--- config.mk ---
export PLATFORM = sky130hd
export DESIGN_NAME = calc_op_sequencer
export DESIGN_NICKNAME = d
export VERILOG_FILES = /design/src/rtl/calc_op_sequencer.sv
export SDC_FILE = /design/constraint.sdc
export NUM_CORES = 1
export LEC_CHECK = 0
export BUFFER_PORTS_ARGS = -buffer_cell sky130_fd_sc_hd__clkbuf_2
export CAP_MARGIN = 10
export CORE_UTILIZATION = 56
export DETAILED_ROUTE_END_ITERATION = 8
export GPL_ROUTABILITY_DRIVEN = 0
export PLACE_DENSITY = 0.85
export SYNTH_ARGS = -nofsm -noshare
export SYNTH_HDL_FRONTEND = slang
export SYNTH_SLANG_ARGS = --single-unit
--- constraint.sdc ---
create_clock -name clk -period 3 [get_ports clk]
set_clock_uncertainty 0.05 [all_clocks]
set_input_delay 0.45 -clock clk [delete_from_list [all_inputs] [get_ports clk]]
set_output_delay 0.45 -clock clk [all_outputs]
set_load 0.005 [all_outputs]
--- src/rtl/calc_op_sequencer.sv ---
// calc_op_sequencer
//   Command-side sequencer for the 8-bit combinational calculator. Commands
//   are queued in a small FIFO and driven onto the calculator one at a time.
//   Each operation's inputs are held for SETTLE cycles. The calculator's
//   result is then captured into a result register with its own handshake.
//
// Parameters
//   DEPTH   command FIFO entries (power of two, >= 2)
//   SETTLE  cycles the calculator inputs are held before capture (>= 1)
//
// Ports
//   clk, rst                  clock, synchronous active-high reset
//   cmd_valid/cmd_ready       command handshake; cmd_a, cmd_b, cmd_op payload
//   calc_a/calc_b/calc_opcode registered drive to the calculator
//   calc_out/calc_carry       calculator result inputs
//   res_valid/res_ready       result handshake
//   res_data/res_carry        captured result and carry
//   res_zero                  res_data == 0, computed locally
//   res_err                   divide-by-zero flag
//   res_tag                   sequence number of the originating command
//   busy                      FIFO non-empty or an operation in flight
module calc_op_sequencer #(
    parameter int DEPTH  = 4,
    parameter int SETTLE = 1
) (
    input  logic        clk,
    input  logic        rst,
    input  logic        cmd_valid,
    output logic        cmd_ready,
    input  logic [7:0]  cmd_a,
    input  logic [7:0]  cmd_b,
    input  logic [2:0]  cmd_op,
    output logic [7:0]  calc_a,
    output logic [7:0]  calc_b,
    output logic [2:0]  calc_opcode,
    input  logic [15:0] calc_out,
    input  logic        calc_carry,
    output logic        res_valid,
    input  logic        res_ready,
    output logic [15:0] res_data,
    output logic        res_carry,
    output logic        res_zero,
    output logic        res_err,
    output logic [3:0]  res_tag,
    output logic        busy
);

    localparam int PTR_W = (DEPTH > 1) ? $clog2(DEPTH) : 1;
    localparam int CNT_W = $clog2(DEPTH + 1);
    localparam int SET_W = (SETTLE > 1) ? $clog2(SETTLE) : 1;
    localparam int ENT_W = 4 + 3 + 8 + 8;

    typedef enum logic [1:0] {
        IDLE  = 2'd0,
        DRIVE = 2'd1,
        HOLD  = 2'd2
    } state_t;

    // Entry layout: {tag, op, b, a}
    logic [ENT_W-1:0] fifo_mem [DEPTH];
    logic [PTR_W-1:0] wr_ptr;
    logic [PTR_W-1:0] rd_ptr;
    logic [CNT_W-1:0] count;
    logic [3:0]       tag_ctr;
    logic [3:0]       cur_tag;
    logic [SET_W-1:0] settle_cnt;
    state_t           state;

    logic             full;
    logic             empty;
    logic             push;
    logic             pop;
    logic [ENT_W-1:0] head;
    logic             div_zero;
    logic [15:0]      cap_data;
    logic             cap_carry;

    assign full      = (count == CNT_W'(DEPTH));
    assign empty     = (count == '0);
    assign cmd_ready = !full && !rst;
    assign push      = cmd_valid && cmd_ready;
    assign pop       = (state == IDLE) && !empty;
    assign head      = fifo_mem[rd_ptr];
    assign busy      = !rst && (!empty || (state != IDLE));

    // Divide-by-zero is judged from the operands actually being driven, so
    // the calculator's output for that case never reaches the result.
    assign div_zero  = (calc_opcode == 3'b011) && (calc_b == 8'h00);
    assign cap_data  = div_zero ? 16'hFFFF : calc_out;
    assign cap_carry = div_zero ? 1'b0 : calc_carry;

    // Storage is payload only; occupancy is tracked by the pointers below.
    always_ff @(posedge clk) begin
        if (push) begin
            fifo_mem[wr_ptr] <= {tag_ctr, cmd_op, cmd_b, cmd_a};
        end
    end

    always_ff @(posedge clk) begin
        if (rst) begin
            wr_ptr      <= '0;
            rd_ptr      <= '0;
            count       <= '0;
            tag_ctr     <= 4'd0;
            cur_tag     <= 4'd0;
            settle_cnt  <= '0;
            state       <= IDLE;
            calc_a      <= 8'h00;
            calc_b      <= 8'h00;
            calc_opcode <= 3'b000;
            res_valid   <= 1'b0;
            res_data    <= 16'h0000;
            res_carry   <= 1'b0;
            res_zero    <= 1'b0;
            res_err     <= 1'b0;
            res_tag     <= 4'd0;
        end else begin
            if (push) begin
                wr_ptr  <= wr_ptr + PTR_W'(1);
                tag_ctr <= tag_ctr + 4'd1;
            end
            if (pop) begin
                rd_ptr <= rd_ptr + PTR_W'(1);
            end
            case ({push, pop})
                2'b10:   count <= count + CNT_W'(1);
                2'b01:   count <= count - CNT_W'(1);
                default: count <= count;
            endcase

            case (state)
                IDLE: begin
                    if (!empty) begin
                        calc_a      <= head[7:0];
                        calc_b      <= head[15:8];
                        calc_opcode <= head[18:16];
                        cur_tag     <= head[22:19];
                        settle_cnt  <= SET_W'(SETTLE - 1);
                        state       <= DRIVE;
                    end
                end
                DRIVE: begin
                    if (settle_cnt != '0) begin
                        settle_cnt <= settle_cnt - SET_W'(1);
                    end else begin
                        res_data  <= cap_data;
                        res_carry <= cap_carry;
                        res_zero  <= (cap_data == 16'h0000);
                        res_err   <= div_zero;
                        res_tag   <= cur_tag;
                        res_valid <= 1'b1;
                        state     <= HOLD;
                    end
                end
                HOLD: begin
                    if (res_ready) begin
                        res_valid <= 1'b0;
                        state     <= IDLE;
                    end
                end
                default: state <= IDLE;
            endcase
        end
    end

endmodule

After elaboration in Yosys (flattened, before gate mapping)
Memory sizes are Yosys's and may differ from the RTL's. A register that Yosys moved wholly into a read port is not among the register bits.
Index checks and enable logic that the tools add are counted.
- bits in writable memories: 92
- memories kept: 1
- bits of input ports: 40
- flip-flop bits (word level): 38
- memory list (memory ; words ; bits a word ; read ports ; clocked after memory_dff ; wr ports ; RTL line ; source):
    fifo_mem ; 4 ; 23 ; 1 ; 1 ; 1 ; 60 ; logic [ENT_W-1:0] fifo_mem [DEPTH];
- bitwise gates (word level): 2
- equal/unequal tests: 9
- add/sub/neg operators: 6
- mux-type cells: 15
- reductions and logical operators: 22
- operators with widths (operator ; number):
    zero test 16 bit ; 1
    2-to-1 mux 16 bit ; 1
    zero test 8 bit ; 1
    nonzero test 2 bit ; 4
    2-to-1 mux 1 bit ; 7
    2-to-1 mux 2 bit ; 3
    inequality test 2 bit, second input constant ; 3
    one-hot mux 2 bit (3 select lines) ; 1
    one-hot mux 3 bit (2 select lines) ; 1
    AND reduction 2 bit ; 3
    AND reduction 3 bit ; 2
    logical AND 1 bit ; 5
    adder 2 x 1 -> 2 bit, second input constant ; 2
    adder 4 x 1 -> 4 bit, second input constant ; 1
    equality test 2 x 1 -> 1 bit, second input constant ; 2
    equality test 2 bit, second input constant ; 2
    one-hot mux 1 bit (2 select lines) ; 2
    adder 3 x 1 -> 3 bit, second input constant ; 1
    equality test 3 x 2 -> 1 bit, second input constant ; 1
    equality test 3 bit, second input constant ; 1
    zero test 1 bit ; 3
    zero test 3 bit ; 1
    subtractor 3 x 1 -> 3 bit, second input constant ; 1
    zero test 2 bit ; 1
    3 further kinds ; 4

Longest topological paths before layout
Gate-level depths: netlist of run 1.
- depth in word-level cells: 6
- mapped depth: 10
- depth with buffers taken out: 9

Worst setup path before layout of run 1
No wires, ideal clock.
- kind: reg2reg
- start point: reg state[1]
- end point: reg count[2]
- data required time: 2880 ps
- arrival: 2095 ps
- clock period less this slack: 2216 ps
- stages on the path, launching flop included: 11
- slack: 784 ps
- library setup time: 70 ps
- cells stage by stage: dfxtp_1 > or2_1 > buf_2 > clkbuf_1 > nor2_1 > ha_1 > inv_1 > fa_1 > xor2_1 > or3_1 > a21oi_1
- cells in the longest elaborated chain, start to end: 4
- RTL lines (item ; RTL line ; source):
    start: declaration ; 67 ; state_t state;
    start signal: assignment ; 107 ; state <= IDLE;
    start signal: assignment ; 139 ; state <= DRIVE;
    start signal: assignment ; 152 ; state <= HOLD;
    zero test 2 bit (*) ; 82 ; assign pop = (state == IDLE) && !empty;
    logical AND 1 bit (*) ; 82 ;
    via pop ; 72 ; logic pop;
    equality test 2 x 1 -> 1 bit / equality test 2 bit (equally long branches) ; 125 ; case ({push, pop})
    one-hot mux 3 bit (2 select lines) / nonzero test 2 bit (equally long branches) ; -- ;
    end signal: assignment ; 126 ; 2'b10: count <= count + CNT_W'(1);
    end signal: assignment ; 127 ; 2'b01: count <= count - CNT_W'(1);
    end signal: assignment ; 128 ; default: count <= count;
    end: declaration ; 63 ; logic [CNT_W-1:0] count;
Mark *: on every way through the listed nets, which the timed path passes. The rest lies on a longest branch.
A chain may end at the register's enable or synchronous reset.

Worst setup path in the final report of run 1
- start point: reg count[2]
- end point: reg count[2]
- cells in the longest elaborated chain, start to end: 6
- RTL lines (item ; RTL line ; source):
    equality test 3 bit ; 78 ; assign full = (count == CNT_W'(DEPTH));
    zero test 1 bit ; 80 ; assign cmd_ready = !full && !rst;
    logical AND 1 bit ; 80 ;
    logical AND 1 bit ; 81 ; assign push = cmd_valid && cmd_ready;
    equality test 2 x 1 -> 1 bit / equality test 2 bit (equally long branches) ; 125 ;
    one-hot mux 3 bit (2 select lines) / nonzero test 2 bit (equally long branches) ; -- ;
Parallel ways exist; a longest one is shown, timed or not.

==> impl_metrics.csv, run 1 <==
group,metric,value,unit
sta,finalCritPeriodShare,80.8,%
routing,drt-pass1-iter-count,5,
final_layout,nNetsFinal,558,
logic_synthesis,synth.distinct_cells,42,
clock_network,clk_pin_slew,70,ps
clock_network,cts_sinks,152,
final_layout,num_antenna_cells,0,
logic_synthesis,synth_edf_count,92,
logic_synthesis,synth_top_area_cell,"edfxtp_1",
outcome,outcome,"finished clean",
clock_network,clk_latency,520,ps
routing,viasPerCell,5.93,
worst_hold_path,holdPathStages,1,
floorplan,die_y,104,microns
placed_design,placed_cells,624,
sta,fmax,0.413,GHz
sta,fin_tns_setup,0,ps
pwr,p_leak,2.55,nW
worst_hold_path,hp-class,"in -> reg",
pwr,power_density,937,mW/mm^2
final_layout,layout_commonest_cell,"edfxtp_1",
clock_network,root_buffer,"clkbuf_8",
logic_synthesis,synth_area_leaders,"edfxtp_1 (47%), dfxtp_1 (21%), mux4_2 (8.9%)",
logic_synthesis,synth_top_area_share,47.2,%
global_route,grt-ovfl-total,0,
routing,wl_per_cell,19.4,microns
routing,drt-total-wl,12800,microns
setup_path,cp.arrival,2830,ps
setup_path,r2r-start,"count[2]",
routing,drt_iter0_markers,238,
sta,maxSlewViolCount,0,
floorplan,design.core.area,0.00995,sq mm
setup_path,cp.required,3410,ps
placed_design,pre_cts_slack,599,ps
logic_synthesis,async_reset_ff_share,0,%
placed_design,hpwl,7430,microns
logic_synthesis,synth_area,0.00585,sq mm
worst_hold_path,min_from,"cmd_a[6]",
logic_synthesis,ys.flop_type,"edfxtp_1",
floorplan,dieArea,0.0109,sq mm
global_route,grt_pass1_vias,4042,
sta,fin_crit,2420,ps
routing,ant_nets,0,
final_layout,area_delta_synth_final,19.2,%
sta,slew_headroom,32.3,%
global_route,grtUsageTotal,25.2,%
floorplan,io-pin-count,85,
logic_synthesis,ys_ff_latch,152,
logic_synthesis,ys_seq_area_share,67.8,%
global_route,grt_max_degree,51,
clock_network,cts_resized,0,
global_route,grt_pass1_wl,20400,microns
clock_network,cts_buffer_depth,2,
routing,drcViolationCount,0,
logic_synthesis,yosys_warnings,0,
logic_synthesis,syn_area_per_cell,13.8,sq um
clock_network,cts_buffers,17,
placed_design,io_buffer_count,84,
clock_network,ctsHoldBuffers,0,
final_layout,final_core_util,70.0,%
setup_path,crit_start,"count[2]",
sta,hold_viol_final,0,
setup_path,reg2reg_depth,10,
setup_path,startpoint_type,"flip-flop",
clock_network,cts_setup_buffers,0,
clock_network,cts_tree,"done",
logic_synthesis,synth_nets,472,
sta,setup_slack,577,ps
routing,vias,3894,
sta,setup_viol,0,
final_layout,stdcell_count,657,
setup_path,critPathKind,"reg -> reg",
final_layout,layout-drive-gt1-share,29.2,%
clock_network,htreeDepth,4,
global_route,antenna_found_initial,0,
pwr,ir_drop,0.490,mV
setup_path,worstSetupEndpointType,"flip-flop",
floorplan,num_rows,36,
sta,rsz0062_at_grt,"false",
floorplan,initial_utilization,58.7,%
logic_synthesis,synth_cells,425,
setup_path,worstPathMaxFanout,8,
final_layout,final_cell_mix,"edfxtp_1 (92), clkbuf_2 (84), dfxtp_1 (60)",
sta,worst_slew_pin_slew,1020,ps
floorplan,die_width,104,microns
flow_run,maxCapViolCount,0,
==> power by group <==
part           internal [mW]  leakage, nW  switching (mW)
Combinational          0.712        0.942            1.03
Sequential              2.54         1.33           0.234
Clock                   1.14        0.283           0.879
Total                   4.39         2.55            2.14
==> metrics by stage <==
step / hold WS (ps) / power [mW] / area (sq um)
after global routing: 79.9 / 6.85 / 6970
after floorplan: 378 / 3.93 / 5850
after CTS: 74.5 / 6.53 / 6940
final: 88.0 / 6.53 / 6970
after detailed placement: 395 / 4.50 / 6370
after global placement: 388 / 4.42 / 6370
==> state kept, by name, indices dropped and copies added (netlist names) <==
name	cells
res_valid	1
calc_b	8
res_err	1
count	3
res_carry	1
fifo_mem	92
res_data	16
state	2
res_zero	1
tag_ctr	4
calc_a	8
rd_ptr	2
wr_ptr	2
calc_opcode	3
res_tag	4
cur_tag	4
==> layer usage <==
layer / vias up / global-route usage (%) / wire length, microns
met1: 1937 / 29.1 / 4910
met4: 0 / 10.3 / 228
li1: 1780 / - / -
met2: 153 / 45.6 / 6910
met3: 24 / 5.45 / 708
met5: - / 0 / 0
==> kinds of logic after synthesis <==
group           Yosys count  share of synthesized area, %
buf+inv                  40                          3.23
flops                   152                          67.8
compound gates          104                          9.37
fa+ha+maj                 7                          1.63
simple gates             94                          8.28
xor+xnor                  2                         0.300
mux                      26                          9.41
==> cell usage after synthesis, types with 2 or more instances <==
| cell type | number |
|---|---|
| and2_1 | 4 |
| ha_1 | 6 |
| nand3_1 | 27 |
| o31ai_1 | 5 |
| inv_1 | 12 |
| nand4_1 | 3 |
| nor3_1 | 2 |
| or3_1 | 2 |
| a21oi_1 | 52 |
| or4_1 | 4 |
| xor2_1 | 2 |
| nand2_1 | 11 |
| clkbuf_1 | 13 |
| mux2_1 | 2 |
| buf_2 | 9 |
| edfxtp_1 | 92 |
| nor4_1 | 7 |
| dfxtp_1 | 60 |
| o21ai_1 | 8 |
| nor2_1 | 25 |
| buf_1 | 3 |
| o21ai_0 | 34 |
| mux4_2 | 23 |
==> worst paths after layout <==
path               endpoint  slack [ps]
max reg2reg        count[2]         580
max                count[2]         580
min          fifo_mem[3][6]          90
min reg2reg      res_tag[2]         400
==> critical path, stage by stage (launching register included) <==
cell     delay, ps
dfxtp_1        400
nor3b_2        410
nor3_2          70
buf_4          170
inv_1           60
ha_1           170
inv_1           60
fa_1           370
xor2_1         160
or3_1          300
a21oi_1        140
==> area by class of cell <==
class                           count  area [sq um]
Tap cell                          133           166
Clock buffer                       19           464
Inverter                           12          45.0
Timing Repair Buffer               95           523
Fill cell                         656          2990
Clock inverter                     13           106
Multi-Input combinational cell    233          1700
Sequential cell                   152          3960
Power figures use the tool's default switching activity.
==> run 2: changes to the inputs <==
--- a/config.mk
+++ b/config.mk
@@ -7,10 +7,10 @@
 export LEC_CHECK = 0
 export BUFFER_PORTS_ARGS = -buffer_cell sky130_fd_sc_hd__clkbuf_2
 export CAP_MARGIN = 10
-export CORE_UTILIZATION = 56
+export CORE_UTILIZATION = 51
 export DETAILED_ROUTE_END_ITERATION = 8
 export GPL_ROUTABILITY_DRIVEN = 0
-export PLACE_DENSITY = 0.85
+export PLACE_DENSITY = 0.82
 export SYNTH_ARGS = -nofsm -noshare
 export SYNTH_HDL_FRONTEND = slang
 export SYNTH_SLANG_ARGS = --single-unit
==> constraint.sdc (replaced) <==
create_clock -name clk -period 2.1 [get_ports clk]
set_clock_uncertainty 0.05 [all_clocks]
set_input_delay 0.315 -clock clk [delete_from_list [all_inputs] [get_ports clk]]
set_output_delay 0.315 -clock clk [all_outputs]
set_load 0.005 [all_outputs]
==> impl_metrics.csv, run 2 (synthesis gave the netlist of run 1 again) <==
group,metric,value,unit
outcome,outcome,"finished clean",
routing,drt-pass1-iter-count,5,
floorplan,initial_utilization,53.2,%
pwr,p_leak,2.57,nW
placed_design,pre_cts_slack,37.9,ps
floorplan,io-pin-count,85,
final_layout,layout_commonest_cell,"edfxtp_1",
final_layout,layout-drive-gt1-share,30.3,%
final_layout,largest-register,"fifo_mem",
global_route,use_met2,39.2,%
clock_network,cts_tree,"done",
pwr,ir_drop,0.762,mV
setup_path,worstSetupEndpointType,"flip-flop",
setup_path,worstPathMaxFanout,7,
pwr,power_density,1340,mW/mm^2
setup_path,cp_cell_sequence,"or2_4 -> nor2_4 -> ha_2 -> inv_1 -> fa_2 -> xor2_1 -> or3_1 -> a21oi_2",
sta,hold_viol_final,0,
final_layout,nNetsFinal,562,
routing,viasPerCell,5.96,
final_layout,area_delta_synth_final,21.1,%
clock_network,cts_buffer_depth,2,
sta,setup_viol,0,
final_layout,stdcell_count,668,
floorplan,design.core.area,0.0110,sq mm
floorplan,dieArea,0.0119,sq mm
global_route,grt-ovfl-total,0,
clock_network,cts_buffers,17,
floorplan,num_rows,38,
setup_path,reg2reg_slack,10,ps
setup_path,cp.required,2390,ps
global_route,top_usage_layer,"met2",
global_route,grt_max_degree,51,
pwr,p_comb_share,28.2,%
sta,maxSlewViolCount,0,
final_layout,final_core_util,64.5,%
sta,finalCritPeriodShare,99.4,%
pwr,seq_power_share,42.1,%
setup_path,startpoint_type,"flip-flop",
clock_network,htreeDepth,4,
global_route,use_met3,6.63,%
worst_hold_path,hp-class,"in -> reg",
routing,drcViolationCount,0,
pwr,p_clk_share,29.7,%
clock_network,clk_latency,410,ps
final_layout,nFillCells,734,
routing,drt_iter0_markers,499,
global_route,grt_util_met1,27.1,%
clock_network,cts_sinks,152,
flow_run,maxCapViolCount,0,
final_layout,top_regs,"fifo_mem x92, res_data x16",
sta,fin_crit,2090,ps
final_layout,final_area,0.00708,sq mm
placed_design,io_buffer_count,84,
pwr,switching_power,2.97,mW
setup_path,critPathMaxStageDelay,350,ps
placed_design,place_area,0.00650,sq mm
clock_network,clk_pin_slew,60,ps
global_route,grt_pass1_wl,19900,microns
pwr,swShare,31.4,%
global_route,grt_pass1_vias,3921,
routing,ant_nets,0,
setup_path,cp.arrival,2370,ps
worst_hold_path,holdPathStages,1,
setup_path,reg2reg_depth,8,
floorplan,die_width,109,microns
sta,fmax,0.479,GHz
global_route,antenna_found_initial,0,
sta,slew_headroom,37.4,%
floorplan,die_y,109,microns
pwr,internal_power,6.49,mW
final_layout,num_antenna_cells,0,
final_layout,final_cell_mix,"edfxtp_1 (92), clkbuf_2 (84), dfxtp_1 (55)",
placed_design,placed_cells,636,
pwr,p_total,9.46,mW
placed_design,hpwl,7920,microns
final_layout,largest_reg_flops,92,
routing,drt-total-wl,12800,microns
setup_path,crit_path_top_delay_cell,"or3_1",
sta,worst_slew_pin_slew,938,ps
setup_path,critPathKind,"reg -> reg",
sta,setup_slack,13.5,ps
routing,wl_per_cell,19.2,microns
global_route,grtUsageTotal,23.2,%
clock_network,root_buffer,"clkbuf_16",
routing,vias,3982,
sta,rsz0062_at_grt,"true",
==> run 2: stage by stage <==
| step | setup TNS [ps] | hold WS [ps] |
|---|---|---|
| detailed placement | 0 | 403 |
| CTS | 0 | 55.7 |
| finish | 0 | 75.2 |
| floorplan | -7.12 | 364 |
| global placement | 0 | 390 |
| global route | -52.8 | 64.8 |
==> run 2: final timing paths <==
kind / from / endpoint
setup / recovery: state[0] / count[2]
setup reg to reg: state[0] / count[2]
hold reg to reg: cur_tag[3] / res_tag[3]
hold / removal: cmd_b[1] / fifo_mem[0][9]
==> run 2: power by group through the flow <==
stage          Combinational (mW)  Clock, mW  Sequential [mW]
2_1_floorplan                1.73          0             3.94
3_3_place_gp                 2.45          0             3.97
3_5_place_dp                 2.56          0             4.01
4_1_cts                      2.62       2.86             3.96
5_1_grt                      2.92       2.98             4.03
6_report                     2.67       2.81             3.99
==> run 2: worst max-delay path: cells and delay by family (launching register included) <==
family / cells / cell delay [ps]
fa+ha+maj: 2 / 530
xor+xnor: 1 / 160
compound gates: 1 / 130
simple gates: 3 / 740
buf+inv: 1 / 60
flops: 1 / 340
==> run 2: final cells by class <==
| class | count | area [sq um] | share of cell area (%) |
|---|---|---|---|
| Sequential cell | 152 | 3970 | 56.1 |
| Inverter | 12 | 45.0 | 0.636 |
| Clock buffer | 21 | 440 | 6.22 |
| Multi-Input combinational cell | 233 | 1730 | 24.4 |
| Tap cell | 140 | 175 | 2.47 |
| Timing Repair Buffer | 99 | 612 | 8.64 |
| Clock inverter | 11 | 110 | 1.56 |
==> run 2: per-layer routing <==
layer / part of all wire [%] / vias up
met4: 2.0 / 0
li1: - / 1806
met5: 0 / -
met1: 39 / 1981
met3: 7.4 / 20
met2: 51 / 175
==> run 2: timing repair <==
item,in CTS,in global routing
resized for setup,0,10
hold buffers,0,0
buffers inserted,0,0
endpoints found under the setup margin,0,1
==> run 3: changes to the inputs <==
--- a/config.mk
+++ b/config.mk
@@ -7,10 +7,12 @@
 export LEC_CHECK = 0
 export BUFFER_PORTS_ARGS = -buffer_cell sky130_fd_sc_hd__clkbuf_2
 export CAP_MARGIN = 10
-export CORE_UTILIZATION = 51
+export CELL_PAD_IN_SITES_DETAIL_PLACEMENT = 0
+export CELL_PAD_IN_SITES_GLOBAL_PLACEMENT = 2
+export CORE_UTILIZATION = 35
 export DETAILED_ROUTE_END_ITERATION = 8
 export GPL_ROUTABILITY_DRIVEN = 0
-export PLACE_DENSITY = 0.82
+export PLACE_DENSITY = 0.81
 export SYNTH_ARGS = -nofsm -noshare
 export SYNTH_HDL_FRONTEND = slang
 export SYNTH_SLANG_ARGS = --single-unit
==> impl_metrics.csv, run 3 (synthesis gave the netlist of run 1 again) <==
group,metric,value,unit
outcome,outcome,"finished clean",
routing,viasPerCell,5.19,
setup_path,cp.required,2390,ps
final_layout,layout-drive-gt1-share,32.1,%
global_route,grt-ovfl-total,0,
setup_path,critPathBufInv,2,
global_route,grt_pass1_vias,3908,
pwr,ir_drop,0.694,mV
sta,worst_slew_pin_slew,863,ps
sta,rsz0062_at_grt,"true",
setup_path,startpoint_type,"flip-flop",
global_route,grt_max_degree,51,
clock_network,cts_tree,"done",
final_layout,area_delta_synth_final,23.9,%
setup_path,worstSetupEndpointType,"flip-flop",
floorplan,io-pin-count,85,
setup_path,critPathMaxStageDelay,370,ps
floorplan,initial_utilization,36.3,%
clock_network,cts_buffer_depth,2,
sta,finalCritPeriodShare,97.3,%
setup_path,cp_cell_sequence,"buf_4 -> nor3_4 -> nor2_2 -> ha_2 -> inv_1 -> fa_2 -> xor2_1 -> or3_1 -> a21oi_2",
sta,setup_slack,57.0,ps
placed_design,place_area,0.00664,sq mm
floorplan,dieArea,0.0172,sq mm
setup_path,worstPathMaxFanout,5,
final_layout,largest_reg_flops,92,
global_route,antenna_found_initial,0,
sta,fmax,0.489,GHz
pwr,internal_power,6.52,mW
routing,vias,3895,
routing,ant_nets,0,
routing,drt-total-wl,13300,microns
worst_hold_path,hp-class,"in -> reg",
pwr,swShare,33.0,%
routing,drt-pass1-iter-count,4,
pwr,seq_power_share,40.5,%
pwr,p_total,9.72,mW
final_layout,top_regs,"fifo_mem x92, res_data x16",
final_layout,final_core_util,45.0,%
final_layout,layout_commonest_cell,"edfxtp_1",
routing,drt_iter0_markers,200,
placed_design,pre_cts_slack,23.6,ps
pwr,switching_power,3.21,mW
final_layout,largest-register,"fifo_mem",
pwr,p_comb_share,29.6,%
flow_run,maxCapViolCount,0,
clock_network,cts_buffers,17,
sta,setup_viol,0,
floorplan,die_y,131,microns
floorplan,design.core.area,0.0161,sq mm
sta,hold_viol_final,0,
clock_network,htreeDepth,4,
final_layout,nFillCells,1483,
floorplan,die_width,131,microns
pwr,power_density,1340,mW/mm^2
sta,maxSlewViolCount,0,
global_route,grtUsageTotal,16.1,%
routing,wl_per_cell,17.7,microns
global_route,grt_pass1_wl,21300,microns
pwr,p_leak,2.62,nW
setup_path,cp.arrival,2330,ps
clock_network,root_buffer,"clkbuf_16",
routing,drcViolationCount,0,
setup_path,critPathKind,"reg -> reg",
final_layout,nNetsFinal,569,
clock_network,cts_sinks,152,
floorplan,num_rows,46,
final_layout,final_cell_mix,"edfxtp_1 (92), clkbuf_2 (84), dfxtp_1 (56)",
clock_network,clk_pin_slew,70,ps
pwr,p_clk_share,29.9,%
sta,slew_headroom,42.5,%
clock_network,clk_latency,420,ps
final_layout,final_area,0.00725,sq mm
final_layout,num_antenna_cells,0,
setup_path,reg2reg_slack,60,ps
sta,fin_crit,2040,ps
placed_design,hpwl,8160,microns
setup_path,crit_path_top_delay_cell,"dfxtp_1",
placed_design,io_buffer_count,84,
setup_path,cpLargestDelayFamily,"adder cells",
-- run 3: repair_timing --
| action | CTS | global route |
|---|---|---|
| resized for setup | 1 | 7 |
| pin swaps | 0 | 1 |
| buffers inserted | 0 | 1 |
| hold buffers | 0 | 0 |
| gates cloned | 0 | 1 |
| setup endpoints to repair | 1 | 2 |
-- run 3: path summary, 6_finish.rpt --
path	from	endpoint	cells past startpoint
worst max-delay path	count[0]	count[2]	9
worst min-delay path	cmd_a[4]	fifo_mem[2][4]	1
worst max register to register	count[0]	count[2]	9
worst min register to register	res_tag[1]	res_tag[1]	2
-- run 3: final cells by class --
type | instances | area (sq um) | share of cell area (%)
multi-input cells | 233 | 1730 | 23.8
repair buffers | 106 | 666 | 9.18
flip-flops and latches | 152 | 3970 | 54.8
well taps | 216 | 270 | 3.73
clock buffers | 17 | 425 | 5.87
clock inverters | 15 | 144 | 1.99
inverters | 12 | 45.0 | 0.621
-- run 3: power groups by stage --
stage / Clock (mW) / Sequential [mW] / Combinational [mW]
2_1_floorplan: 0 / 3.94 / 1.73
3_3_place_gp: 0 / 3.97 / 2.70
3_5_place_dp: 0 / 3.98 / 2.77
4_1_cts: 2.97 / 3.92 / 2.79
5_1_grt: 3.09 / 3.99 / 3.21
6_report: 2.91 / 3.94 / 2.88
-- run 3: stage by stage --
stage / hold slack, ps / TNS [ps] / std cells
after global routing: 45.8 / -42.8 / 751
after floorplan: 364 / -7.12 / 425
final: 59.1 / 0 / 751
after global placement: 396 / 0 / 717
after CTS: 41.6 / 0 / 749
after detailed placement: 396 / 0 / 717
-- run 3: worst reg2reg max path, stage by stage, from the launching register on --
cell	delay [ps]
dfxtp_1	370
buf_4	170
nor3_4	60
nor2_2	110
ha_2	190
inv_1	60
fa_2	350
xor2_1	160
or3_1	320
a21oi_2	140
-- run 3: metal layers --
layer  vias to the layer above  track usage (%)  routed length (microns)
met5                         -                0                        0
met2                       117             25.2                     6070
met3                        16             4.78                      827
met4                         0             5.88                      191
li1                       1818                -                        -
met1                      1944             21.1                     6170
